File: config.mk
export PLATFORM = sky130hd
export DESIGN_NAME = state2serial_tx
export DESIGN_NICKNAME = d
export VERILOG_FILES = /design/src/rtl/state2serial_tx.sv
export SDC_FILE = /design/constraint.sdc
export NUM_CORES = 1
export LEC_CHECK = 0
export ABC_AREA = 1
export BUFFER_PORTS_ARGS = -buffer_cell sky130_fd_sc_hd__buf_2
export CORE_MARGIN = 3
export CORE_UTILIZATION = 45
export DETAILED_ROUTE_END_ITERATION = 16
export PLACE_DENSITY = 0.65
export RECOVER_POWER = 50
export SLEW_MARGIN = 20
export SYNTH_ARGS = -nofsm -noshare
export SYNTH_HDL_FRONTEND = slang
export SYNTH_SLANG_ARGS = --single-unit
File: constraint.sdc
create_clock -name clk -period 2.6 [get_ports clk]
set_clock_uncertainty 0.15 [all_clocks]
set_input_delay 0.52 -clock clk [delete_from_list [all_inputs] [get_ports clk]]
set_output_delay 0.52 -clock clk [all_outputs]
set_load 0.05 [all_outputs]
File: src/rtl/state2serial_tx.sv
// Framed, bit-timed serial transmitter for the neuron-bank state word (LSB first).
// Optional even-parity bit between data and stop: define STATE2SERIAL_PARITY_EN.
module state2serial_tx #(
  parameter int unsigned N   = 15,
  parameter int unsigned DIV = 4
) (
  input  logic         clk,
  input  logic         re,
  input  logic         start,
  input  logic [N-1:0] state_in,
  output logic         data_out,
  output logic         frame_out,
  output logic         busy,
  output logic         done
);

  localparam int unsigned TW = (DIV > 1) ? $clog2(DIV) : 1;
  localparam int unsigned IW = (N > 1) ? $clog2(N) : 1;

`ifdef STATE2SERIAL_PARITY_EN
  typedef enum logic [2:0] {IDLE, START, DATA, PAR, STOP} state_t;
`else
  typedef enum logic [2:0] {IDLE, START, DATA, STOP} state_t;
`endif

  state_t         state, state_n;
  logic [TW-1:0]  timer, timer_n;
  logic [IW-1:0]  idx, idx_n;
  logic [N-1:0]   shreg, shreg_n;
  logic           done_n, data_n, frame_n;
  logic           bit_end;
`ifdef STATE2SERIAL_PARITY_EN
  logic           par, par_n;
`endif

  // State register; outputs are registered from the next-state values
  always_ff @(posedge clk) begin
    if (!re) begin
      state     <= IDLE;
      timer     <= '0;
      idx       <= '0;
      shreg     <= '0;
      data_out  <= 1'b1;
      frame_out <= 1'b0;
      busy      <= 1'b0;
      done      <= 1'b0;
`ifdef STATE2SERIAL_PARITY_EN
      par       <= 1'b0;
`endif
    end else begin
      state     <= state_n;
      timer     <= timer_n;
      idx       <= idx_n;
      shreg     <= shreg_n;
      data_out  <= data_n;
      frame_out <= frame_n;
      busy      <= frame_n;
      done      <= done_n;
`ifdef STATE2SERIAL_PARITY_EN
      par       <= par_n;
`endif
    end
  end

  // Next-state, counters and next output values
  always_comb begin
    state_n = state;
    timer_n = timer;
    idx_n   = idx;
    shreg_n = shreg;
    done_n  = 1'b0;
    data_n  = 1'b1;
`ifdef STATE2SERIAL_PARITY_EN
    par_n   = par;
`endif
    bit_end = (timer == TW'(DIV - 1));

    if (state == IDLE) begin
      if (start) begin
        state_n = START;
        shreg_n = state_in;
        timer_n = '0;
        idx_n   = '0;
`ifdef STATE2SERIAL_PARITY_EN
        par_n   = ^state_in;
`endif
      end
    end else begin
      timer_n = bit_end ? '0 : timer + TW'(1);
    end

    case (state)
      START: if (bit_end) state_n = DATA;
      DATA: begin
        if (bit_end) begin
          shreg_n = shreg >> 1;
          if (idx == IW'(N - 1)) begin
            idx_n = '0;
`ifdef STATE2SERIAL_PARITY_EN
            state_n = PAR;
`else
            state_n = STOP;
`endif
          end else begin
            idx_n = idx + IW'(1);
          end
        end
      end
`ifdef STATE2SERIAL_PARITY_EN
      PAR: if (bit_end) state_n = STOP;
`endif
      STOP: begin
        if (bit_end) begin
          state_n = IDLE;
          done_n  = 1'b1;
        end
      end
      default: ;
    endcase

    case (state_n)
      START:   data_n = 1'b0;
      DATA:    data_n = shreg_n[0];
`ifdef STATE2SERIAL_PARITY_EN
      PAR:     data_n = par_n;
`endif
      default: data_n = 1'b1;
    endcase
    frame_n = (state_n != IDLE);
  end

endmodule

==> summary.md <==
| Metric | Value |
|---|---|
| Vert. Die Dim | `~60 um` |
| Max cap viols | `0` |
| Die ar. | `around 3600 um^2` |
| Vias/cell | `between 5 and 6` |
| Drt wl/cell | `approximately 11 um` |
| Mean area per synthesized cell | `a little under 8 um^2` |
| Relative slew margins | `a little over half` |
| Final Util | `between 50% and 60%` |
| Number of global-route vias before repair | `between 1,000 and 1,500` |
| CTS clk-pin slew, worst paths | `roughly 0.14 ns` |
| IO buf count | `21` |
| CTS tree | `yes` |
| IO Count | `22` |
| Core area | `approximately 2800 um^2` |
| Max Freq | `about 500 MHz` |
| Filler cells | `roughly 280` |
| Vias | `roughly 1,100` |
| Initial drt markers | `27` |
| Critical Path, Cell by Cell | `ha_1, nand2_2, nor2_1, nand2_2, inv_1, nand2_1, nand2_1, nand2_1, nand2_1, nand2_1` |
| Routed Antenna Nets | `0` |
| Sink Count | `27` |
| Hold path cells | `3` |
| Maximum root-to-sink buffer count | `2` |
| Synth area leaders | `dfxtp_1 (41%), nand2_1 (9.4%), o21ai_0 (8.0%), a21oi_2 (6.6%), a21oi_1 (3.8%)` |
| R2r setup slk | `around 0.55 ns` |
| Hold_buf cts | `0` |
| M1 WL | `1.13 mm` |
| Layout Nets | `around 210` |
| Share of cells above drive strength 1 | `26.2%` |
| Overflow after GRT | `0` |
| Initial Util | `47.4%` |
| R2R cell count | `10` |
| H-Tree Depth | `1` |
| Die X-Extent | `between 60 and 70 um` |
| CP max FO | `32` |
| Area leader, netlist | `dfxtp_1` |
| First-pass GRT wire length | `4.02 mm` |
| VDD IR-drop max | `0.376 mV` |
| RSZ-0062 raised after global routing | `no` |
| Crit Path Category | `reg2reg` |
| Commonest non-fill, non-tap cell in the layout | `nand2_1` |
| DPL Wire Length | `around 1.7 mm` |
| CTS resizes | `0` |
| Slew Limit Fails | `0` |
| Routed WL | `2.43 mm` |
| Top Metal Used | `met4` |
| Crit path top cell by count | `nand2_1` |
| CP startpoint | `timer[0]` |
| Hold Crit Class | `in2reg` |
| Cell Area, Synth | `between 1000 and 1500 um^2` |
| Worst stage delay on the critical path | `about 0.42 ns` |
| DR WL met3 | `around 90 um` |
| ANT cells | `0` |
| Number of cell rows | `19` |
| Pwr/cell area | `approximately 540 nW/um^2` |
| Setup Fix Bufs, Post-CTS | `0` |
| TritonCTS buffer count | `3` |
| Initial antenna violation count | `0` |
| Synth top area share | `roughly 41%` |
| Min Hold Slack | `between 0.2 and 0.3 ns` |
| Worst Path Required | `approximately 2.7 ns` |
| Final worst path period share | `roughly 79%` |
| Seq/Total Area, Yosys | `roughly two fifths` |
| Post-layout minimum cycle time | `~2 ns` |
| Design Power | `about 0.76 mW` |
| Leak | `slightly above 0.6 nW` |
| Yosys reg bits | `27` |
| DR DRC count | `0` |
| Clock latency on the worst-skew pair | `roughly 0.32 ns` |
| Synth Warn # | `0` |
| Critical Path End | `data_out` |
| Measured slew at the worst slew-check pin | `around 0.70 ns` |
| Unique masters post-synth | `26` |
| Largest net degree at the start of global routing | `33` |
| Worst reg2reg path startpoint | `timer[0]` |
| Mapped Nets | `roughly 190` |
| WP data arrival | `2.13 ns` |
| Total track usage | `~14%` |
| Setup TNS | `0 ns` |
| Met2 wire length | `~1.2 mm` |
| Root buffer cell | `clkbuf_4` |
| Reg2reg end | `data_out` |
| Layout area overhead | `6.83%` |
| Setup crit end kind | `flop` |
| Drt first pass iters | `4` |
| CP max-delay cell | `nand2_2` |
| Most frequent cells in the layout | `nand2_1 (33), dfxtp_1 (27), o21ai_0 (21)` |
| Fin. Hold Viols | `0` |
| Crit path launch type | `flop` |
| Gate Count Post-Synth | `170` |
| GP Congestion | `roughly 0.77` |
| Outcome | `completed` |
| Final setup violation count | `0` |
==> area by class of cell <==
class                   count  area (um^2)  share of cell area [%]
inverters                  14         52.6                    3.73
clock buffers               4         26.3                    1.87
multi-input cells         121          652                    46.3
flip-flops and latches     27          541                    38.4
well taps                  31         38.8                    2.75
repair buffers             21         98.8                    7.02
==> power breakdown <==
group | internal [mW] | total [mW] | leakage, nW | switching, mW
combinational | 0.0465 | 0.122 | 0.373 | 0.0752
clock | 0.0601 | 0.181 | 0.0150 | 0.121
sequential | 0.439 | 0.453 | 0.222 | 0.0133
total | 0.546 | 0.755 | 0.610 | 0.209
==> logic make-up (layout without fill, tap and decap cells) <==
family / Yosys count / in the layout / synth area share, %
adder cells (fa/ha/maj): 1 / 1 / 0.949
XOR/XNOR: 1 / 1 / 0.664
buffers and inverters: 22 / 39 / 9.01
AND/OR/NAND/NOR: 70 / 70 / 25.7
flip-flops: 27 / 27 / 41.0
AO/OA/AOI/OAI: 49 / 49 / 22.7
==> sequential cells by signal (all words and copies together) (netlist names) <==
name / count
timer: 2
state: 3
idx: 4
done: 1
data_out: 1
shreg: 15
busy: 1
==> metal layers <==
layer / track usage (%) / vias up
li1: - / 587
met1: 17.0 / 516
met2: 25.5 / 16
met3: 1.94 / 6
met4: 6.96 / 0
met5: 0 / -
==> synth_stat cells (all sizes together) <==
| cell type | number |
|---|---|
| nand2 | 36 |
| dfxtp | 27 |
| o21ai | 27 |
| a21oi | 20 |
| inv | 14 |
| nor2 | 14 |
| or2 | 11 |
| nand3 | 9 |
| buf | 7 |
| clkbuf | 1 |
| ha | 1 |
| o211ai | 1 |
| o21bai | 1 |
| xnor2 | 1 |
==> worst min path at each step <==
| stage | startpoint | endpoint | slack (ns) |
|---|---|---|---|
| finish | state_in[14] | shreg[14] | 0.26 |
| global route | state_in[14] | shreg[14] | 0.27 |
| CTS | state_in[14] | shreg[14] | 0.25 |
| detailed placement | state[2] | state[2] | 0.31 |
| global placement | state[2] | state[2] | 0.30 |
| floorplan | state[2] | state[2] | 0.29 |
==> metrics by stage <==
stage | worst slack [ns] | std cells | area, um^2
finish | 0.553 | 218 | 1410
global route | 0.283 | 218 | 1410
CTS | 0.661 | 218 | 1420
detailed placement | 0.691 | 214 | 1400
global placement | 0.747 | 214 | 1400
floorplan | 1.04 | 170 | 1320
==> worst max-delay path, delay by kind of cell, from the launching register on <==
family	cells	cell delay [ns]
buffers and inverters	1	0.24
adders and majority gates	1	0.22
and+or+nand+nor	8	0.96
DFF	1	0.39
(Power assumes the default switching activity.)
